### config.mk
export PLATFORM = sky130hd
export DESIGN_NAME = rr_arbiter8
export DESIGN_NICKNAME = d
export VERILOG_FILES = /design/src/rtl/rr_arbiter8_pkg.sv /design/src/rtl/rr_arbiter8_pick.sv /design/src/rtl/rr_arbiter8.sv
export SDC_FILE = /design/constraint.sdc
export NUM_CORES = 1
export LEC_CHECK = 0
export CORE_MARGIN = 2
export CORE_UTILIZATION = 54
export DETAILED_ROUTE_END_ITERATION = 7
export MAX_ROUTING_LAYER = met4
export PLACE_DENSITY = 0.8
export SETUP_SLACK_MARGIN = 0.4
export SKIP_CTS_REPAIR_TIMING = 1
export SLEW_MARGIN = 20
export SYNTH_ARGS = -nofsm -noshare
export SYNTH_HDL_FRONTEND = slang
export SYNTH_SLANG_ARGS = --single-unit
export TNS_END_PERCENT = 100
### constraint.sdc
create_clock -name clk -period 3 [get_ports clk]
set_input_delay 0.6 -clock clk [delete_from_list [all_inputs] [get_ports clk]]
set_output_delay 0.6 -clock clk [all_outputs]
set_load 0.03 [all_outputs]
### src/rtl/rr_arbiter8_pkg.sv
// rr_arbiter8_pkg: shared state encodings, request count and one-hot decode helper
package rr_arbiter8_pkg;

    localparam int N_REQ = 8;

    typedef enum logic {
        ST_IDLE  = 1'b0,
        ST_GRANT = 1'b1
    } state_t;

    function automatic logic [2:0] onehot_to_idx(input logic [N_REQ-1:0] oh);
        logic [2:0] idx;
        idx = 3'd0;
        for (int i = 0; i < N_REQ; i++)
            if (oh[i]) idx = 3'(i);
        return idx;
    endfunction

endpackage

### src/rtl/rr_arbiter8_pick.sv
// rr_pick8: combinational round-robin pick, first set req bit at or after ptr
module rr_pick8
    import rr_arbiter8_pkg::*;
(
    input  logic [N_REQ-1:0] req,
    input  logic [2:0]       ptr,
    output logic [N_REQ-1:0] pick
);

    logic [2*N_REQ-1:0] dbl;
    logic [N_REQ-1:0]   rot;
    logic [N_REQ-1:0]   first;
    logic [2*N_REQ-1:0] back;

    // rotate so ptr sits at bit 0, isolate lowest set bit, rotate back
    always_comb begin
        dbl   = {req, req} >> ptr;
        rot   = dbl[N_REQ-1:0];
        first = rot & (~rot + 1'b1);
        back  = {first, first} << ptr;
        pick  = back[2*N_REQ-1:N_REQ];
    end

endmodule

### src/rtl/rr_arbiter8.sv
// rr_arbiter8: registered round-robin arbiter with ack-hold; optional forced release under ARB_TIMEOUT_EN
module rr_arbiter8
    import rr_arbiter8_pkg::*;
#(
    parameter int TIMEOUT_CYCLES = 16,
    parameter int RESET_PTR      = 0
) (
    input  logic             clk,
    input  logic             rst,
    input  logic [N_REQ-1:0] req,
    input  logic             grant_ack,
    output logic [N_REQ-1:0] grant,
    output logic             grant_valid,
    output logic             timeout
);

    if (TIMEOUT_CYCLES < 2 || TIMEOUT_CYCLES > 255) begin : g_bad_timeout
        $error("TIMEOUT_CYCLES out of range");
    end
    if (RESET_PTR < 0 || RESET_PTR > 7) begin : g_bad_ptr
        $error("RESET_PTR out of range");
    end

    state_t           state, state_n;
    logic [2:0]       ptr, ptr_n;
    logic [N_REQ-1:0] grant_n, pick;
    logic             timeout_n, expire;

    rr_pick8 u_pick (.req(req), .ptr(ptr), .pick(pick));

`ifdef ARB_TIMEOUT_EN
    logic [7:0] cnt, cnt_n;

    assign expire = (state == ST_GRANT) && !grant_ack && (cnt == 8'(TIMEOUT_CYCLES - 1));

    // age counter: zero on entry to GRANT, counts each un-acked GRANT cycle
    always_comb cnt_n = (state == ST_GRANT) ? cnt + 8'd1 : 8'd0;

    // age counter register
    always_ff @(posedge clk)
        cnt <= rst ? 8'd0 : cnt_n;
`else
    assign expire = 1'b0;
`endif

    // next-state: IDLE loads a pick, GRANT holds until ack or expiry
    always_comb begin
        state_n   = state;
        ptr_n     = ptr;
        grant_n   = grant;
        timeout_n = 1'b0;
        if (state == ST_IDLE) begin
            if (|req) begin
                grant_n = pick;
                state_n = ST_GRANT;
            end
        end else if (grant_ack || expire) begin
            grant_n   = '0;
            state_n   = ST_IDLE;
            ptr_n     = onehot_to_idx(grant) + 3'd1;
            timeout_n = expire;
        end
    end

    // state and output registers
    always_ff @(posedge clk) begin
        if (rst) begin
            state       <= ST_IDLE;
            ptr         <= 3'(RESET_PTR);
            grant       <= '0;
            grant_valid <= 1'b0;
            timeout     <= 1'b0;
        end else begin
            state       <= state_n;
            ptr         <= ptr_n;
            grant       <= grant_n;
            grant_valid <= |grant_n;
            timeout     <= timeout_n;
        end
    end

endmodule

After elaboration in Yosys (flattened, before gate mapping):

Index checks and enable logic that the tools add are counted.

* add/sub/neg operators: 2
* $mul: 0
* div/mod/pow operators: 0
* order comparisons: 0
* equal/unequal tests: 0
* shift operators: 2
* mux-type cells: 15
* bitwise operators: 2
* reduce and logical (&&, ||, !) cells: 3

Operators with widths (count)
* 3-bit two-way mux: 8
* 8-bit two-way mux: 3
* 8-bit OR reduction: 2
* 16-bit by 3-bit << shifter with 16-bit output: 1
* 16-bit by 3-bit right shift with 8-bit output: 1
* 8-bit by 1-bit adder with 8-bit output (second input constant): 1
* 8-bit AND: 1
* 8-bit NOT: 1
* 1-bit two-way mux: 4
* 3-bit by 1-bit adder with 3-bit output (second input constant): 1
* 2-bit AND reduction: 1

* register bits: 13
* latch bits: 0
* memory bits (writable): 0
* memory bits (read-only): 0
* bits of input ports: 11
* output and inout bits: 10
* word-level logic and storage cells: 28
* memories kept: 0

Depth between registers and ports, before layout:

* word-level depth: 10
* mapped depth: 10
* depth with buffers taken out: 9

Cells and area by module:

A second synthesis with hierarchy kept.

* cell total of the unflattened synthesis: 178
* area, all modules: 1408.9 µm²

By module, submodules not included
* rr_pick8: times used 1, cells an instance 105, area an instance 740.7 µm²
* rr_arbiter8: times used 1, cells an instance 73, area an instance 668.1 µm²

Worst setup path after synthesis:

No wires, ideal clock.

* kind: input -> register
* start point: in req[0]
* end point: reg grant_valid
* data arrival time: 2128 ps
* data required time: 2857 ps
* path slack: 729 ps
* stages: 8
* buffers on the path: 1
* path through: buf_2 nor4_2 a21oi_2 and3_1 o211ai_1 o211ai_1 a2111oi_2 a41oi_2

* longest elaborated chain between the ends: 8

RTL lines
* start, declared: RTL line rr_arbiter8.sv:10 `input logic [N_REQ-1:0] req,`
* 16-bit by 3-bit right shift with 8-bit output: RTL line rr_arbiter8_pick.sv:17 `dbl = {req, req} >> ptr;`
* 8-bit NOT: RTL line rr_arbiter8_pick.sv:19 `first = rot & (~rot + 1'b1);`
* 8-bit by 1-bit adder with 8-bit output: RTL line rr_arbiter8_pick.sv:19
* 8-bit AND: RTL line rr_arbiter8_pick.sv:19
* 16-bit by 3-bit << shifter with 16-bit output: RTL line rr_arbiter8_pick.sv:20 `back = {first, first} << ptr;`
* 8-bit two-way mux *: RTL line rr_arbiter8.sv:53 `if (|req) begin`
* 8-bit two-way mux *: RTL line rr_arbiter8.sv:52 `if (state == ST_IDLE) begin`
* 8-bit OR reduction *: RTL line rr_arbiter8.sv:77 `grant_valid <= |grant_n;`
* end signal, assigned: RTL line rr_arbiter8.sv:77
* end, declared: RTL line rr_arbiter8.sv:13 `output logic grant_valid,`

Mark *: on every way between the ends. The rest lies on a longest branch, timed or not.
A chain may end at the register's enable or synchronous reset.

Worst setup path in the final report:

* start point: in req[1]
* end point: reg grant_valid

The elaborated chain is that of the path after synthesis.

==> flow_summary.yaml <==
worst_hold_path:
  holdPathStages: 2
  worstHoldStart: "grant[2]"
  min_path_type: "register to register"
  worstHoldEndpoint: "grant[2]"
logic_synthesis:
  synth-edff-count: 0
  synth-compound-area-share_pct: 30.1
  yosys.cell_types.count: 55
  ys_ff_latch: 13
  yosys.area_share.xor_xnor_pct: 0.657
  async_reset_ff_share_pct: 0
  syn_area_per_cell_sq_um: 7.84
  synth_adder_area_share_pct: 0.939
  synth_area_sq_mm: 0.00133
  ys_seq_area_share_pct: 19.5
  synth_ff_type: "dfxtp_1"
  syn_nets: 182
  syn_inst: 170
  yosysWarningCount: 0
  synth.mux.area_fraction_pct: 14.4
  synth_top_family_by_area: "compound AO/OA/AOI/OAI gates"
  synth-simple-area-share_pct: 26.0
global_route:
  grt_pass1_vias: 1327
  grt_max_degree: 17
  grt_remaining_overflow: 0
  grt_use_total_pct: 28.7
  grt_pass1_wl_mm: 5.87
  antenna_found_initial: 0
floorplanning:
  die_x_microns: 53.7
  core-area_sq_mm: 0.00228
  ioPinCount: 21
  initial_core_util_pct: 58.5
  rows: 17
  die_h_microns: 53.7
  fp.dieArea_sq_mm: 0.00288
power:
  swShare_pct: 40.2
  p_leak_nw: 0.695
  sequentialPowerShare_pct: 32.0
  ir_drop_mv: 0.300
  p_sw_uw: 253
  p_comb_share_pct: 49.9
  p_clk_share_pct: 18.0
  powerDensity_mw_per_mm2: 325
  internal-power_uw: 377
  p_total_uw: 630
worst_setup_path:
  crit_type: "input pin to register"
  reg2reg_depth: 9
  cp.depth: 9
  worst-path-buf-inv: 2
  reg2reg_to: "grant_valid"
  slowest_delay_ns: 0.46
  crit_chain: "clkdlybuf4s50_1 > buf_6 > mux2i_4 > nand3_2 > a221oi_4 > nand4b_1 > a31oi_2 > a2111oi_4 > a41oi_2"
  startpoint_type: "input pin"
  r2r_slack_ns: 0.51
  slowest_stage: "clkdlybuf4s50_1"
  crit_path_end_kind: "register"
  regToRegStartpoint: "ptr[2]"
  cp_max_fo: 6
  crit_arrival_ns: 2.84
  crit_family: "compound AO/OA/AOI/OAI gates"
  worst-endpoint-required_ns: 3.21
clocking:
  numCtsBuffers: 3
  root_buffer: "clkbuf_4"
  insertion_delay_ns: 0.29
  clockBufferDepth: 2
  cts_tree: "built"
  path_clk_slew_ns: 0.08
  cts_max_level: 1
  clock-sinks: 13
placement:
  portBuffers: 19
  gp_congestion: 0.972
  place_hpwl_mm: 2.75
  place_ws_ns: -0.0217
  dp_cells: 223
timing:
  setup_tns_ns: 0
  final.min_clock_period_ns: 2.63
  rsz0062_at_grt: "no"
  clock.fmax_ghz: 0.380
  finClkSkew_ns: 0.00361
  min_period_over_period_pct: 87.6
  drv_slew: 0
  setup_slack_ns: 0.371
  finalHoldViolCount: 0
  finalSetupViolCount: 0
status:
  run_status: "complete, no violations"
detailed_routing:
  drtPass1Iterations: 5
  wl_per_cell_microns: 20.4
  postRouteAntennaNets: 0
  wl_mm: 4.84
  vias: 1649
  drc: 0
  vias_per_cell: 6.96
  drtIter0Drc: 75
finish:
  final_cells: 237
  areaGrowthSynthToFinish_pct: 45.4
  diodes: 0
  nets: 222
  drive_above_1_share_pct: 33.0
run:
  cap_viol_max_count: 0
routing by layer:
layer  wire (microns)  track usage [%]  up-vias
met3              346             2.78       33
met5                0                -        -
met2             2430             49.8      117
met1             1830             33.9      766
li1                 -                -      733
met4              230             10.7        0
state kept, by name (all words and copies together) (netlist names):
name         cells
ptr              3
grant_valid      1
grant            8
state            1
Yosys cell counts (3+ instances only):
master | count | area, sq um
nand2_1 | 16 | 60.1
dfxtp_1 | 13 | 260
a21oi_1 | 15 | 75.1
a311oi_1 | 3 | 26.3
inv_1 | 6 | 22.5
o211ai_1 | 5 | 37.5
buf_2 | 5 | 25.0
a31oi_1 | 4 | 25.0
nand2b_1 | 3 | 18.8
a211oi_1 | 5 | 37.5
buf_6 | 3 | 33.8
nor3b_1 | 3 | 22.5
nand3_1 | 5 | 25.0
mux2i_1 | 13 | 130
nor2_1 | 15 | 56.3
o31ai_1 | 3 | 22.5
o21ai_0 | 3 | 15.0
nor4_2 | 3 | 37.5
nor2b_1 | 3 | 18.8
cell usage in the layout (no fill, tap or decap), drive strengths merged, types with 3 or more instances in the layout:
cell           Yosys  layout
a221oi             3       3
mux2i             15      15
inv                7       7
clkbuf             2       4
nor2b              3       3
mux2               3       3
nor3b              4       4
a31oi              4       4
a211oi             5       5
buf               10      27
o211ai             5       5
a21oi             16      16
dlymetal6s2s       0       4
dfxtp             13      13
nor4               4       4
o21ai              4       4
a311oi             3       3
clkdlybuf4s50      0      15
nand2b             3       3
nand3              6       6
o22ai              2       3
nand2             16      16
nor2              15      15
o31ai              3       3
worst max-delay path by stage:
stage	from	end	slack [ns]
after detailed placement	req[0]	grant_valid	-0.02
final	req[1]	grant_valid	0.37
after CTS	req[0]	grant_valid	0.25
after global placement	req[0]	grant_valid	0.06
after floorplan	req[0]	grant_valid	0.73
after global routing	req[5]	grant_valid	0.33
worst reg2reg max path, cell delays in order, from the launching register on:
cell and delay, ns:
dfxtp_1 0.35, buf_4 0.26, mux2_2 0.41, a2bb2oi_2 0.23, nor3b_4 0.25, buf_4 0.17, nand3_1 0.12, o211ai_1 0.33
a2111oi_4 0.10, a41oi_2 0.20
kinds of logic after synthesis:
kind of cell | after synthesis
AND/OR/NAND/NOR | 62
AO/OA/AOI/OAI | 55
buffers and inverters | 19
multiplexers | 18
flip-flops | 13
adder cells (fa/ha/maj) | 1
other | 1
XOR/XNOR | 1
through the flow:
stage,util (%),instance area [sq um],hold slack (ns)
3_5_place_dp,70.8,1610,0.556
5_1_grt,85.2,1940,0.614
3_3_place_gp,70.8,1610,0.556
2_1_floorplan,-,1330,0.512
4_1_cts,72.0,1640,0.570
6_report,85.2,1940,0.583
cell type report:
cell class | instances | area (sq um)
inverter | 7 | 26.3
clock buffer | 4 | 26.3
tap | 28 | 35.0
fill | 128 | 338
sequential | 13 | 262
multi-input combinational | 139 | 1170
timing repair buffer | 46 | 418
power groups by stage:
stage	Clock (mW)	Sequential [mW]	Combinational (mW)
after global routing	0.121	0.203	0.333
after global placement	0	0.203	0.226
after detailed placement	0	0.204	0.228
after floorplan	0	0.210	0.144
final	0.114	0.202	0.315
after CTS	0.108	0.200	0.229
(Power assumes the default switching activity.)
